**config.mk**
```make
export PLATFORM = sky130hd
export DESIGN_NAME = win_scanner_flat
export DESIGN_NICKNAME = d
export VERILOG_FILES = /design/src/rtl/win_scanner_if.sv /design/src/rtl/win_scanner.sv /design/src/flat_wrapper.sv
export SDC_FILE = /design/constraint.sdc
export NUM_CORES = 1
export LEC_CHECK = 0
export CORE_UTILIZATION = 44
export CTS_CLUSTER_DIAMETER = 60
export DETAILED_ROUTE_END_ITERATION = 12
export GPL_ROUTABILITY_DRIVEN = 0
export PLACE_DENSITY = 0.66
export SYNTH_ARGS = -nofsm -noshare
export SYNTH_HDL_FRONTEND = slang
export SYNTH_SLANG_ARGS = --single-unit
```
**constraint.sdc**
```tcl
create_clock -name clk -period 7 [get_ports clk]
set_input_delay 1.4 -clock clk [delete_from_list [all_inputs] [get_ports clk]]
set_output_delay 1.4 -clock clk [all_outputs]
set_load 0.03 [all_outputs]
```
**src/rtl/win_scanner_if.sv**
```systemverilog
// Board read bus between the win scanner and the board storage.
// The scanner drives a cell address with rd_en; the board answers one cycle later.
interface win_scanner_if #(
    parameter int RW = 3,
    parameter int CW = 3
);
    logic          rd_en;
    logic [RW-1:0] rd_row;
    logic [CW-1:0] rd_col;
    logic [1:0]    rd_data;

    modport master (
        output rd_en,
        output rd_row,
        output rd_col,
        input  rd_data
    );

    modport slave (
        input  rd_en,
        input  rd_row,
        input  rd_col,
        output rd_data
    );
endinterface

```
**src/rtl/win_scanner.sv**
```systemverilog
// Connect-N win scanner: after a move, walks outward from the played cell in
// the eight directions (paired into four axes) and reports whether the mover
// now owns a run of WIN_LEN cells. The move cell itself is never read; it is
// counted as the first piece of every axis run.
module win_scanner #(
    parameter int ROWS    = 6,
    parameter int COLS    = 7,
    parameter int WIN_LEN = 4,
    localparam int RW = $clog2(ROWS),
    localparam int CW = $clog2(COLS)
) (
    input  logic          clk,
    input  logic          rst_n,
    input  logic          start,
    input  logic [RW-1:0] move_row,
    input  logic [CW-1:0] move_col,
    input  logic [1:0]    player,
    win_scanner_if.master rd_bus,
    output logic          busy,
    output logic          done,
    output logic          win,
    output logic [1:0]    winner,
    output logic [1:0]    win_axis,
    output logic [RW-1:0] win_row,
    output logic [CW-1:0] win_col
);
    localparam int RUNW = $clog2(WIN_LEN + 1);

    // Coordinates carry one extra bit: stepping to -1 wraps to all ones and
    // stepping past the last row/column lands on ROWS/COLS, both of which
    // fail the unsigned "< ROWS/COLS" test.
    localparam logic [RW:0]     ROWS_X = (RW+1)'(ROWS);
    localparam logic [CW:0]     COLS_X = (CW+1)'(COLS);
    localparam logic [RUNW-1:0] WIN_X  = RUNW'(WIN_LEN);

    typedef enum logic [2:0] {
        S_IDLE,
        S_TURN,
        S_ISSUE,
        S_CMP,
        S_DONE
    } state_t;

    state_t          state_reg, state_next;
    logic [2:0]      dir_reg, dir_next;
    logic [RUNW-1:0] run_reg, run_next;
    logic [RW:0]     mv_row_reg, mv_row_next;
    logic [CW:0]     mv_col_reg, mv_col_next;
    logic [RW:0]     cur_row_reg, cur_row_next;
    logic [CW:0]     cur_col_reg, cur_col_next;
    logic [1:0]      player_reg, player_next;
    logic            win_reg, win_next;
    logic [1:0]      winner_reg, winner_next;
    logic [1:0]      axis_reg, axis_next;
    logic [RW-1:0]   win_row_reg, win_row_next;
    logic [CW-1:0]   win_col_reg, win_col_next;

    logic [RW:0]     first_row, step_row_v;
    logic [CW:0]     first_col, step_col_v;
    logic            first_inb, step_inb;
    logic [RUNW-1:0] run_inc;
    logic            start_ok;
    logic            adv;

    // Row delta per direction: dirs 0,4,6 go up, 1,5,7 go down, 2,3 stay.
    function automatic logic [RW:0] step_row(input logic [RW:0] r, input logic [2:0] d);
        logic [RW:0] res;
        res = r;
        case (d)
            3'd0, 3'd4, 3'd6: res = r + (RW+1)'(1);
            3'd1, 3'd5, 3'd7: res = r - (RW+1)'(1);
            default:          res = r;
        endcase
        return res;
    endfunction

    // Column delta per direction: dirs 2,4,7 go right, 3,5,6 go left, 0,1 stay.
    function automatic logic [CW:0] step_col(input logic [CW:0] c, input logic [2:0] d);
        logic [CW:0] res;
        res = c;
        case (d)
            3'd2, 3'd4, 3'd7: res = c + (CW+1)'(1);
            3'd3, 3'd5, 3'd6: res = c - (CW+1)'(1);
            default:          res = c;
        endcase
        return res;
    endfunction

    assign first_row  = step_row(mv_row_reg, dir_reg);
    assign first_col  = step_col(mv_col_reg, dir_reg);
    assign first_inb  = (first_row < ROWS_X) && (first_col < COLS_X);
    assign step_row_v = step_row(cur_row_reg, dir_reg);
    assign step_col_v = step_col(cur_col_reg, dir_reg);
    assign step_inb   = (step_row_v < ROWS_X) && (step_col_v < COLS_X);
    assign run_inc    = run_reg + RUNW'(1);
    assign start_ok   = ({1'b0, move_row} < ROWS_X) && ({1'b0, move_col} < COLS_X)
                        && (player == 2'd1 || player == 2'd2);

    // Next-state and datapath updates for the scan FSM.
    always_comb begin
        state_next   = state_reg;
        dir_next     = dir_reg;
        run_next     = run_reg;
        mv_row_next  = mv_row_reg;
        mv_col_next  = mv_col_reg;
        cur_row_next = cur_row_reg;
        cur_col_next = cur_col_reg;
        player_next  = player_reg;
        win_next     = win_reg;
        winner_next  = winner_reg;
        axis_next    = axis_reg;
        win_row_next = win_row_reg;
        win_col_next = win_col_reg;
        adv          = 1'b0;

        case (state_reg)
            S_IDLE: begin
                if (start) begin
                    win_next     = 1'b0;
                    winner_next  = 2'd0;
                    axis_next    = 2'd0;
                    win_row_next = '0;
                    win_col_next = '0;
                    dir_next     = 3'd0;
                    run_next     = RUNW'(1);
                    mv_row_next  = {1'b0, move_row};
                    mv_col_next  = {1'b0, move_col};
                    player_next  = player;
                    state_next   = start_ok ? S_TURN : S_DONE;
                end
            end
            S_TURN: begin
                if (first_inb) begin
                    cur_row_next = first_row;
                    cur_col_next = first_col;
                    state_next   = S_ISSUE;
                end else begin
                    adv = 1'b1;
                end
            end
            S_ISSUE: begin
                state_next = S_CMP;
            end
            S_CMP: begin
                if (rd_bus.rd_data == player_reg) begin
                    run_next = run_inc;
                    if (run_inc == WIN_X) begin
                        win_next     = 1'b1;
                        winner_next  = player_reg;
                        axis_next    = dir_reg[2:1];
                        win_row_next = cur_row_reg[RW-1:0];
                        win_col_next = cur_col_reg[CW-1:0];
                        state_next   = S_DONE;
                    end else if (step_inb) begin
                        cur_row_next = step_row_v;
                        cur_col_next = step_col_v;
                        state_next   = S_ISSUE;
                    end else begin
                        adv = 1'b1;
                    end
                end else begin
                    adv = 1'b1;
                end
            end
            S_DONE: begin
                state_next = S_IDLE;
            end
            default: begin
                state_next = S_IDLE;
            end
        endcase

        // Moving to the next direction; an even dir opens a fresh axis so the
        // run restarts at the move cell, an odd dir keeps the axis count.
        if (adv) begin
            if (dir_reg == 3'd7) begin
                state_next = S_DONE;
            end else begin
                dir_next   = dir_reg + 3'd1;
                state_next = S_TURN;
                if (dir_reg[0]) begin
                    run_next = RUNW'(1);
                end
            end
        end
    end

    // State and datapath registers; asynchronous reset aborts any scan.
    always_ff @(posedge clk or negedge rst_n) begin
        if (!rst_n) begin
            state_reg   <= S_IDLE;
            dir_reg     <= '0;
            run_reg     <= '0;
            mv_row_reg  <= '0;
            mv_col_reg  <= '0;
            cur_row_reg <= '0;
            cur_col_reg <= '0;
            player_reg  <= '0;
            win_reg     <= 1'b0;
            winner_reg  <= '0;
            axis_reg    <= '0;
            win_row_reg <= '0;
            win_col_reg <= '0;
        end else begin
            state_reg   <= state_next;
            dir_reg     <= dir_next;
            run_reg     <= run_next;
            mv_row_reg  <= mv_row_next;
            mv_col_reg  <= mv_col_next;
            cur_row_reg <= cur_row_next;
            cur_col_reg <= cur_col_next;
            player_reg  <= player_next;
            win_reg     <= win_next;
            winner_reg  <= winner_next;
            axis_reg    <= axis_next;
            win_row_reg <= win_row_next;
            win_col_reg <= win_col_next;
        end
    end

    assign busy          = (state_reg != S_IDLE);
    assign done          = (state_reg == S_DONE);
    assign rd_bus.rd_en  = (state_reg == S_ISSUE);
    assign rd_bus.rd_row = cur_row_reg[RW-1:0];
    assign rd_bus.rd_col = cur_col_reg[CW-1:0];
    assign win           = win_reg;
    assign winner        = winner_reg;
    assign win_axis      = axis_reg;
    assign win_row       = win_row_reg;
    assign win_col       = win_col_reg;
endmodule
```
**src/flat_wrapper.sv**
```systemverilog
// flat-port wrapper written by rule: the top's interface ports become plain ports
module win_scanner_flat 
#(
    parameter int ROWS    = 6,
    parameter int COLS    = 7,
    parameter int WIN_LEN = 4,
    localparam int RW = $clog2(ROWS),
    localparam int CW = $clog2(COLS)
)
  (clk, rst_n, start, move_row, move_col, player, busy, done, win, winner, win_axis, win_row, win_col, rd_bus_rd_en, rd_bus_rd_row, rd_bus_rd_col, rd_bus_rd_data);
  win_scanner_if rd_bus_i ();
  input  logic clk;
  input  logic rst_n;
  input  logic start;
  input  logic [RW-1:0] move_row;
  input  logic [CW-1:0] move_col;
  input  logic [1:0] player;
  output logic busy;
  output logic done;
  output logic win;
  output logic [1:0] winner;
  output logic [1:0] win_axis;
  output logic [RW-1:0] win_row;
  output logic [CW-1:0] win_col;
  output wire logic [$bits(rd_bus_i.rd_en)-1:0] rd_bus_rd_en;
  output wire logic [$bits(rd_bus_i.rd_row)-1:0] rd_bus_rd_row;
  output wire logic [$bits(rd_bus_i.rd_col)-1:0] rd_bus_rd_col;
  input wire logic [$bits(rd_bus_i.rd_data)-1:0] rd_bus_rd_data;
  assign rd_bus_rd_en = rd_bus_i.rd_en;
  assign rd_bus_rd_row = rd_bus_i.rd_row;
  assign rd_bus_rd_col = rd_bus_i.rd_col;
  assign rd_bus_i.rd_data = rd_bus_rd_data;
  win_scanner #(.ROWS(ROWS), .COLS(COLS), .WIN_LEN(WIN_LEN)) u_core (.clk(clk), .rst_n(rst_n), .start(start), .move_row(move_row), .move_col(move_col), .player(player), .rd_bus(rd_bus_i), .busy(busy), .done(done), .win(win), .winner(winner), .win_axis(win_axis), .win_row(win_row), .win_col(win_col));
endmodule
```
==> After elaboration in Yosys (flattened, before gate mapping) <==
Cells that the tools add are included.
W data, S select, Z words.
{ "word_totals": {"ff_bits": 36, "in_bits": 13, "output_inout_bits": 20, "wordCells": 128} }
{ "op_classes": {"addsub": 10, "magnitude_cmp": 6, "n_eq_ne": 25, "muxes": 56, "reduce_logical": 18} }
{ "ops": {"columns": ["op", "count"], "rows": [
  ["$mux W3", 22],
  ["$pmux W4 S2", 6],
  ["$mux W4", 8],
  ["$eq A3 B3 Y1 const B", 6],
  ["$pmux W3 S2", 3],
  ["$lt A4 B3 Y1 const B", 4],
  ["$eq A3 B2 Y1 const B", 4],
  ["$pmux W3 S4", 1],
  ["$reduce_or A3 Y1", 4],
  ["$mux W2", 5],
  ["$add A3 B1 Y4 const B", 2],
  ["$add A4 B1 Y4 const B", 2],
  ["$ne A2 B1 Y1 const B", 4],
  ["$pmux W2 S2", 2],
  ["$reduce_and A4 Y1", 2],
  ["$sub A3 B1 Y4 const B", 2],
  ["$sub A4 B1 Y4 const B", 2],
  ["$mux W1", 7],
  ["$add A3 B1 Y3 const B", 2],
  ["$eq A3 B1 Y1 const B", 2],
  ["$logic_not A3 Y1", 2],
  ["$lt A3 B3 Y1 const B", 2],
  ["$ne A3 B1 Y1 const B", 2],
  ["$reduce_and A5 Y1", 1],
  ["12 further kinds", 18]
]} }

==> Longest topological paths before layout <==
Gate-level depths: netlist of run 1.
{ "depth": {"word_depth": 11, "depth_mapped": 14, "ltp_nobuf": 13} }

==> Least setup slack after synthesis of run 1 <==
Ideal clock, no wire load.
{ "synth_path": {"kind": "reg2reg", "startpoint": "register u_core.dir_reg[0]", "endpoint": "register u_core.cur_row_reg[1]", "setup_time_ns": 0.128, "arrival_time_ns": 3.466, "required_ns": 6.872, "slack_ns": 3.406, "path_stages_with_launch": 14, "n_path_buf": 2, "period_less_slack_ns": 3.594, "path_cell_list": "dfrtp_1 ha_1 ha_1 or2_1 buf_6 ha_1 nor4_1 a211oi_1 and3_4 xor2_1 or4b_1 buf_6 a21oi_4 mux2_1"} }
{ "synth_via": {"elab_chain_len": 7, "word_cells_on_any_way": 30, "cone_classes": "4 x order compare; 9 x eq/ne; 9 x mux; 8 x reduce/logical"} }
{ "synth_lines": {"columns": ["item", "line_no", "text"], "rows": [
  ["start: declaration", "win_scanner.sv:45", "logic [2:0] dir_reg, dir_next;"],
  ["start signal: assignment", "win_scanner.sv:206", "dir_reg <= dir_next;"],
  ["$eq A3 B1 Y1 (tied with other cells)", "win_scanner.sv:69", "case (d)"],
  ["$reduce_or A3 Y1, on equally long branches", "win_scanner.sv:69, win_scanner.sv:81", null],
  ["$pmux W4 S2, on equally long branches", "win_scanner.sv:69, win_scanner.sv:81", null],
  ["$lt A4 B3 Y1 (tied with other cells)", "win_scanner.sv:94", "assign step_inb = (step_row_v < ROWS_X) && (step_col_v < COLS_X);"],
  ["$logic_and A1 B1 Y1 (tied with other cells)", "win_scanner.sv:94", null],
  ["$ne A2 B1 Y1 (no line) / $mux W4 (equally long branches)", null, null],
  ["$reduce_and A5 Y1 (no line) / $pmux W4 S2 (equally long branches)", null, null],
  ["end signal: assignment", "win_scanner.sv:210", "cur_row_reg <= cur_row_next;"],
  ["end: declaration", "win_scanner.sv:49", "logic [RW:0] cur_row_reg, cur_row_next;"]
]} }
Parallel ways exist; a longest one is shown, timed or not. The select of a mux whose other input is x is not followed.
A chain may end at the register's enable or synchronous reset.

==> Worst setup path in the final report of run 1 <==
Same ends and word-level chain as after synthesis.

==> run_results.csv, run 1 <==
group,metric,value,unit
drt,ant_nets,0,
drt,drc,0,
final_layout,insertedDiodeCount,0,
synthesis,synth_fp_nets,280,
floorplanning,num_rows,27,
critical_path,path_depth,11,
critical_path,required,7.17,ns
critical_path,startpoint,"u_core.dir_reg[0]",
final_layout,postLayoutCoreUtil,53.0,%
synthesis,yosysUniqueCellTypes,58,
sta,rsz0062_at_grt,"false",
run,maxCapViolCount,0,
clock_tree,tritoncts,"yes",
floorplanning,die_h,77.3,um
drt,wl_per_cell,15.5,um
critical_path,rrSetupSlack,2.95,ns
drt,drt-initial-drc-count,87,
final_layout,nNetsFinal,302,
final_layout,fin_area,2900,um^2
clock_tree,post-cts-setup-buffers,0,
drt,viasPerCell,5.66,
drt,firstDrtPassIters,4,
floorplanning,initial_utilization,45.6,%
clock_tree,htreeDepth,2,
placed_design,dpl-instance-area,2810,um^2
critical_path,cpMostUsedCell,"ha_1",
sta,fin_tns_setup,0,ns
critical_path,cpPeakStageDelay,0.77,ns
sta,setup_viol,0,
critical_path,crit_path_max_fanout,10,
drt,routed_wl,5310,um
floorplanning,die-area,5980,um^2
sta,slew_headroom,33.4,%
clock_tree,numCtsBuffers,5,
critical_path,r2r_cells,11,
synthesis,syn_area,2500,um^2
clock_tree,numClockSinks,36,
global_routing,grt_max_degree,37,
synthesis,ys_ff_latch,36,
placed_design,port_buffers,32,
run_status,run_status,"complete, no violations",
placed_design,dp_hpwl,3920,um
global_routing,track_usage,20.3,%
floorplanning,io_pins,33,
synthesis,avgSynthCellArea,10.1,um^2
synthesis,synthFlopType,"dfrtp_1",
sta,holdWs,0.475,ns
sta,min_period,4.05,ns
final_layout,drive_gt1_share,8.49,%
critical_path,end_kind,"flip-flop",
floorplanning,fp.dieW,77.3,um
critical_path,r2r-end,"u_core.cur_row_reg[1]",
global_routing,grt_pass1_vias,1872,
synthesis,synth_edf_count,0,
clock_tree,cts_root_buf,"clkbuf_8",
sta,fmax,0.247,GHz
drt,vias,1942,
sta,worst_pin_slew,0.996,ns
synthesis,yosysWarnings,0,
global_routing,antenna_found_initial,0,
critical_path,path_cells,"ha_1, ha_1, or2_1, ha_1, nor4_1, a211oi_1, and3_4, xor2_1, or4b_1, a21oi_4, mux2_1",
critical_path,crit_arrival,4.22,ns
global_routing,grt_pass1_wl,9390,um
synthesis,synth_seq_area_share,36.1,%
synthesis,synth-async-reset-ratio,100,%
synthesis,syn_inst,248,
final_layout,syn2layout_area_growth,16.1,%
clock_tree,hold_buffers,0,
critical_path,worst-setup-path-type,"flip-flop to flip-flop",
clock_tree,ctsResizeCount,0,
min_path,hold_class,"flip-flop to flip-flop",
critical_path,slowest_stage,"or4b_1",
clock_tree,path_clk_slew,0.07,ns
clock_tree,clk_latency,0.28,ns
sta,hold_viol_final,0,
critical_path,crit_end,"u_core.cur_row_reg[1]",
critical_path,crit_buf_inv,0,
clock_tree,clockBufferDepth,2,
critical_path,startpoint_type,"flip-flop",
sta,slew_viol_final,0,
sta,fin_crit_sh,57.9,%
critical_path,crit_family,"simple AND/OR/NAND/NOR gates",
floorplanning,core,5470,um^2
sta,finClkSkew,0.00499,ns
critical_path,r2r_start,"u_core.dir_reg[0]",
global_routing,gr-total-overflow,0,
through the flow:
stage | instances | setup slack [ns]
after detailed placement | 335 | 2.97
after CTS | 343 | 2.96
final | 343 | 2.95
after global placement | 335 | 3.04
after global routing | 343 | 2.71
after floorplan | 248 | 3.41
cell families after synthesis:
kind of cell             after synthesis  synth area share (%)
buffers and inverters                 30                  6.06
multiplexers                          15                  7.46
XOR/XNOR                              10                  3.51
AO/OA/AOI/OAI                         62                  20.4
flip-flops                            36                  36.1
adder cells (fa/ha/maj)               19                  10.7
AND/OR/NAND/NOR                       76                  15.7
worst min path at each step:
stage | from | cells after the start | to
floorplan | u_core.cur_col_reg[3] | 1 | u_core.cur_col_reg[3]
global placement | u_core.win | 1 | u_core.win
detailed placement | u_core.win | 1 | u_core.win
CTS | u_core.win | 1 | u_core.win
global route | u_core.win | 1 | u_core.win
finish | u_core.win | 1 | u_core.win
cell usage after synthesis (3+ instances only):
cell type	instances	area (um^2)
dfrtp_1	36	901
nand2_1	20	75.1
nor2_1	17	63.8
ha_1	15	188
inv_1	12	45.0
a22o_1	10	87.6
clkbuf_1	9	33.8
xor2_1	9	78.8
a21oi_1	7	35.0
o21ai_0	7	35.0
buf_4	6	45.0
mux2_2	6	67.6
nand3_1	6	30.0
a21o_1	5	37.5
o21ai_1	5	25.0
a31oi_1	4	25.0
fa_1	4	80.1
mux2i_1	4	40.0
nand4_1	4	25.0
nor3_1	4	20.0
and2_1	3	18.8
and3_1	3	18.8
mux2_1	3	33.8
nand3b_1	3	22.5
nor2b_1	3	18.8
worst reg2reg max path, stage by stage, from the launching register on:
cell	delay (ns)
dfrtp_1	0.42
ha_1	0.26
ha_1	0.34
or2_1	0.42
ha_1	0.38
nor4_1	0.27
a211oi_1	0.08
and3_4	0.22
xor2_1	0.13
or4b_1	0.77
a21oi_4	0.32
mux2_1	0.34
cell usage in the layout (no fill, tap or decap), types with 2 or more instances in the layout:
cell,netlist,layout
o21ai_0,7,7
dfrtp_1,36,36
mux2i_1,4,4
mux4_2,2,2
o22ai_1,2,2
clkdlybuf4s50_1,0,32
and2_1,3,3
mux2_2,6,6
nand4_1,4,4
nand3_1,6,6
a211oi_1,2,2
o21a_1,2,2
nand3b_1,3,3
clkbuf_1,9,2
o31ai_1,2,2
nor2b_1,3,3
a22o_1,10,10
mux2_1,3,3
xor2_1,9,9
nor2_1,17,17
ha_1,15,15
inv_1,12,12
and3_1,3,3
nand2b_1,2,2
fa_1,4,4
nor3_1,4,4
a21boi_1,2,2
a31oi_1,4,4
or2_1,2,2
a21oi_1,7,7
a21o_1,5,5
clkbuf_8,0,6
o21ai_1,5,5
a2bb2oi_1,2,2
nand2_1,20,20
final cells by class:
class	count	area, um^2
flip-flops and latches	36	901
inverters	12	45.0
repair buffers	33	328
fillers	505	2570
well taps	72	90.1
clock buffers	8	90.1
multi-input cells	182	1450
layer usage:
layer | up-vias | GRT usage, % | share of wire (%)
met5 | - | 0 | 0
met4 | 0 | 8.11 | 2.1
met3 | 14 | 4.24 | 4.4
met2 | 54 | 31.2 | 46
met1 | 938 | 27.9 | 48
li1 | 936 | - | -
Power of run 1 is left out: the tool's default activity adds up to more than one toggle a clock period on the data nets, which glitch-free logic cannot reach.
==> run 2: changes to the inputs <==
==> constraint.sdc (replaced) <==
create_clock -name clk -period 4.19 [get_ports clk]
set_input_delay 0.838 -clock clk [delete_from_list [all_inputs] [get_ports clk]]
set_output_delay 0.838 -clock clk [all_outputs]
set_load 0.03 [all_outputs]
==> run 2 against run 1 <==
Hold slack better by 0.0086 ns; worst setup slack worse by 2.6 ns; highest routed layer unchanged; routed wire length is 2.3% higher; critical path type unchanged; first-iteration DRC count is 44% higher; count of clock-buffer cells in the layout is 2 lower.
==> run_results.csv, run 2 (synthesis gave the netlist of run 1 again) <==
group,metric,value,unit
sta,rsz0062_at_grt,"false",
global_routing,track_usage,19.6,%
sta,fin_tns_setup,0,ns
critical_path,crit_buf_inv,2,
final_layout,insertedDiodeCount,0,
drt,routed_wl,5430,um
sta,fmax,0.262,GHz
floorplanning,die_h,77.3,um
critical_path,crit_path_max_fanout,10,
min_path,hold_class,"flip-flop to flip-flop",
drt,firstDrtPassIters,4,
clock_tree,post-cts-setup-buffers,0,
clock_tree,numCtsBuffers,5,
floorplanning,num_rows,27,
floorplanning,die-area,5980,um^2
sta,min_period,3.81,ns
critical_path,required,4.35,ns
drt,wl_per_cell,15.6,um
final_layout,most-common-layout-cells,"dfrtp_1, clkdlybuf4s50_1, nand2_1, nor2_1, ha_1",
clock_tree,path_clk_slew,0.07,ns
clock_tree,hold_buffers,0,
sta,finClkSkew,0.00610,ns
drt,ant_nets,0,
sta,slew_headroom,37.9,%
floorplanning,fp.dieW,77.3,um
clock_tree,cts_root_buf,"clkbuf_8",
critical_path,crit_family,"simple AND/OR/NAND/NOR gates",
critical_path,end_kind,"flip-flop",
global_routing,antenna_found_initial,0,
drt,viasPerCell,5.64,
sta,setup_viol,0,
critical_path,crit_arrival,3.98,ns
floorplanning,initial_utilization,45.6,%
clock_tree,tritoncts,"yes",
global_routing,grt_pass1_wl,9160,um
critical_path,worst-setup-path-type,"flip-flop to flip-flop",
final_layout,final_common_cell,"dfrtp_1",
global_routing,grt_max_degree,37,
critical_path,path_cells,"inv_1, ha_1, nand2b_1, o22ai_2, inv_1, ha_1, a21o_1, a21oi_1, xnor2_1, nor3_1, or4b_1, a2bb2oi_4, mux2_1",
run_status,run_status,"complete, no violations",
floorplanning,io_pins,33,
critical_path,startpoint_type,"flip-flop",
sta,slew_viol_final,0,
critical_path,cpPeakStageDelay,0.75,ns
clock_tree,clk_latency,0.28,ns
clock_tree,numClockSinks,36,
global_routing,gr-total-overflow,0,
floorplanning,core,5470,um^2
clock_tree,htreeDepth,2,
drt,vias,1956,
sta,worst_pin_slew,0.928,ns
final_layout,drive_gt1_share,10.5,%
clock_tree,ctsResizeCount,0,
drt,drt-initial-drc-count,125,
placed_design,port_buffers,32,
sta,hold_viol_final,0,
global_routing,grt_pass1_vias,1831,
drt,drc,0,
final_layout,syn2layout_area_growth,17.4,%
critical_path,slowest_stage,"or4b_1",
run,maxCapViolCount,0,
final_layout,nNetsFinal,306,
sta,fin_crit_sh,91.0,%
placed_design,dp_hpwl,4020,um
clock_tree,clockBufferDepth,2,
-- run 2: cell count changes in the layout (fill, tap and decap cells not counted), sizes merged --
cell / delta
buf: +4
clkbuf: -2
clkinv: +2
-- run 2: worst paths after layout --
kind / startpoint / end / slack [ns] / cells past startpoint
min in group asynchronous: rst_n / u_core.win / 0.98 / 2
max reg2reg: u_core.dir_reg[0] / u_core.dir_reg[1] / 0.38 / 13
min: u_core.win / u_core.win / 0.48 / 1
max: u_core.dir_reg[0] / u_core.dir_reg[1] / 0.38 / 13
min reg2reg: u_core.win / u_core.win / 0.48 / 1
max in group asynchronous: rst_n / u_core.run_reg[0] / 2.88 / 2
-- run 2: layout make-up --
cell class              instances  area, um^2
fillers                       510        2540
multi-input cells             182        1450
flip-flops and latches         36         901
repair buffers                 37         358
well taps                      72        90.1
clock buffers                   6        82.6
inverters                      12        45.0
clock inverters                 2        10.0
-- run 2: stage by stage --
| stage | hold slack [ns] | instance area (um^2) | util (%) | worst slack [ns] | cells |
|---|---|---|---|---|---|
| 2_1_floorplan | 0.481 | 2500 | - | 0.596 | 248 |
| 3_3_place_gp | 0.459 | 2840 | 51.9 | 0.475 | 339 |
| 3_5_place_dp | 0.469 | 2840 | 51.9 | 0.382 | 339 |
| 4_1_cts | 0.487 | 2930 | 53.6 | 0.363 | 347 |
| 5_1_grt | 0.507 | 2930 | 53.6 | 0.186 | 347 |
| 6_report | 0.484 | 2930 | 53.6 | 0.375 | 347 |
-- run 2: routing by layer --
layer / global-route usage, % / vias up / wire, um
li1: - / 949 / -
met1: 26.0 / 960 / 2550
met2: 32.4 / 43 / 2670
met3: 3.76 / 4 / 170
met4: 5.47 / 0 / 44
met5: 0 / - / 0
Power of run 2 is left out for the same reason.
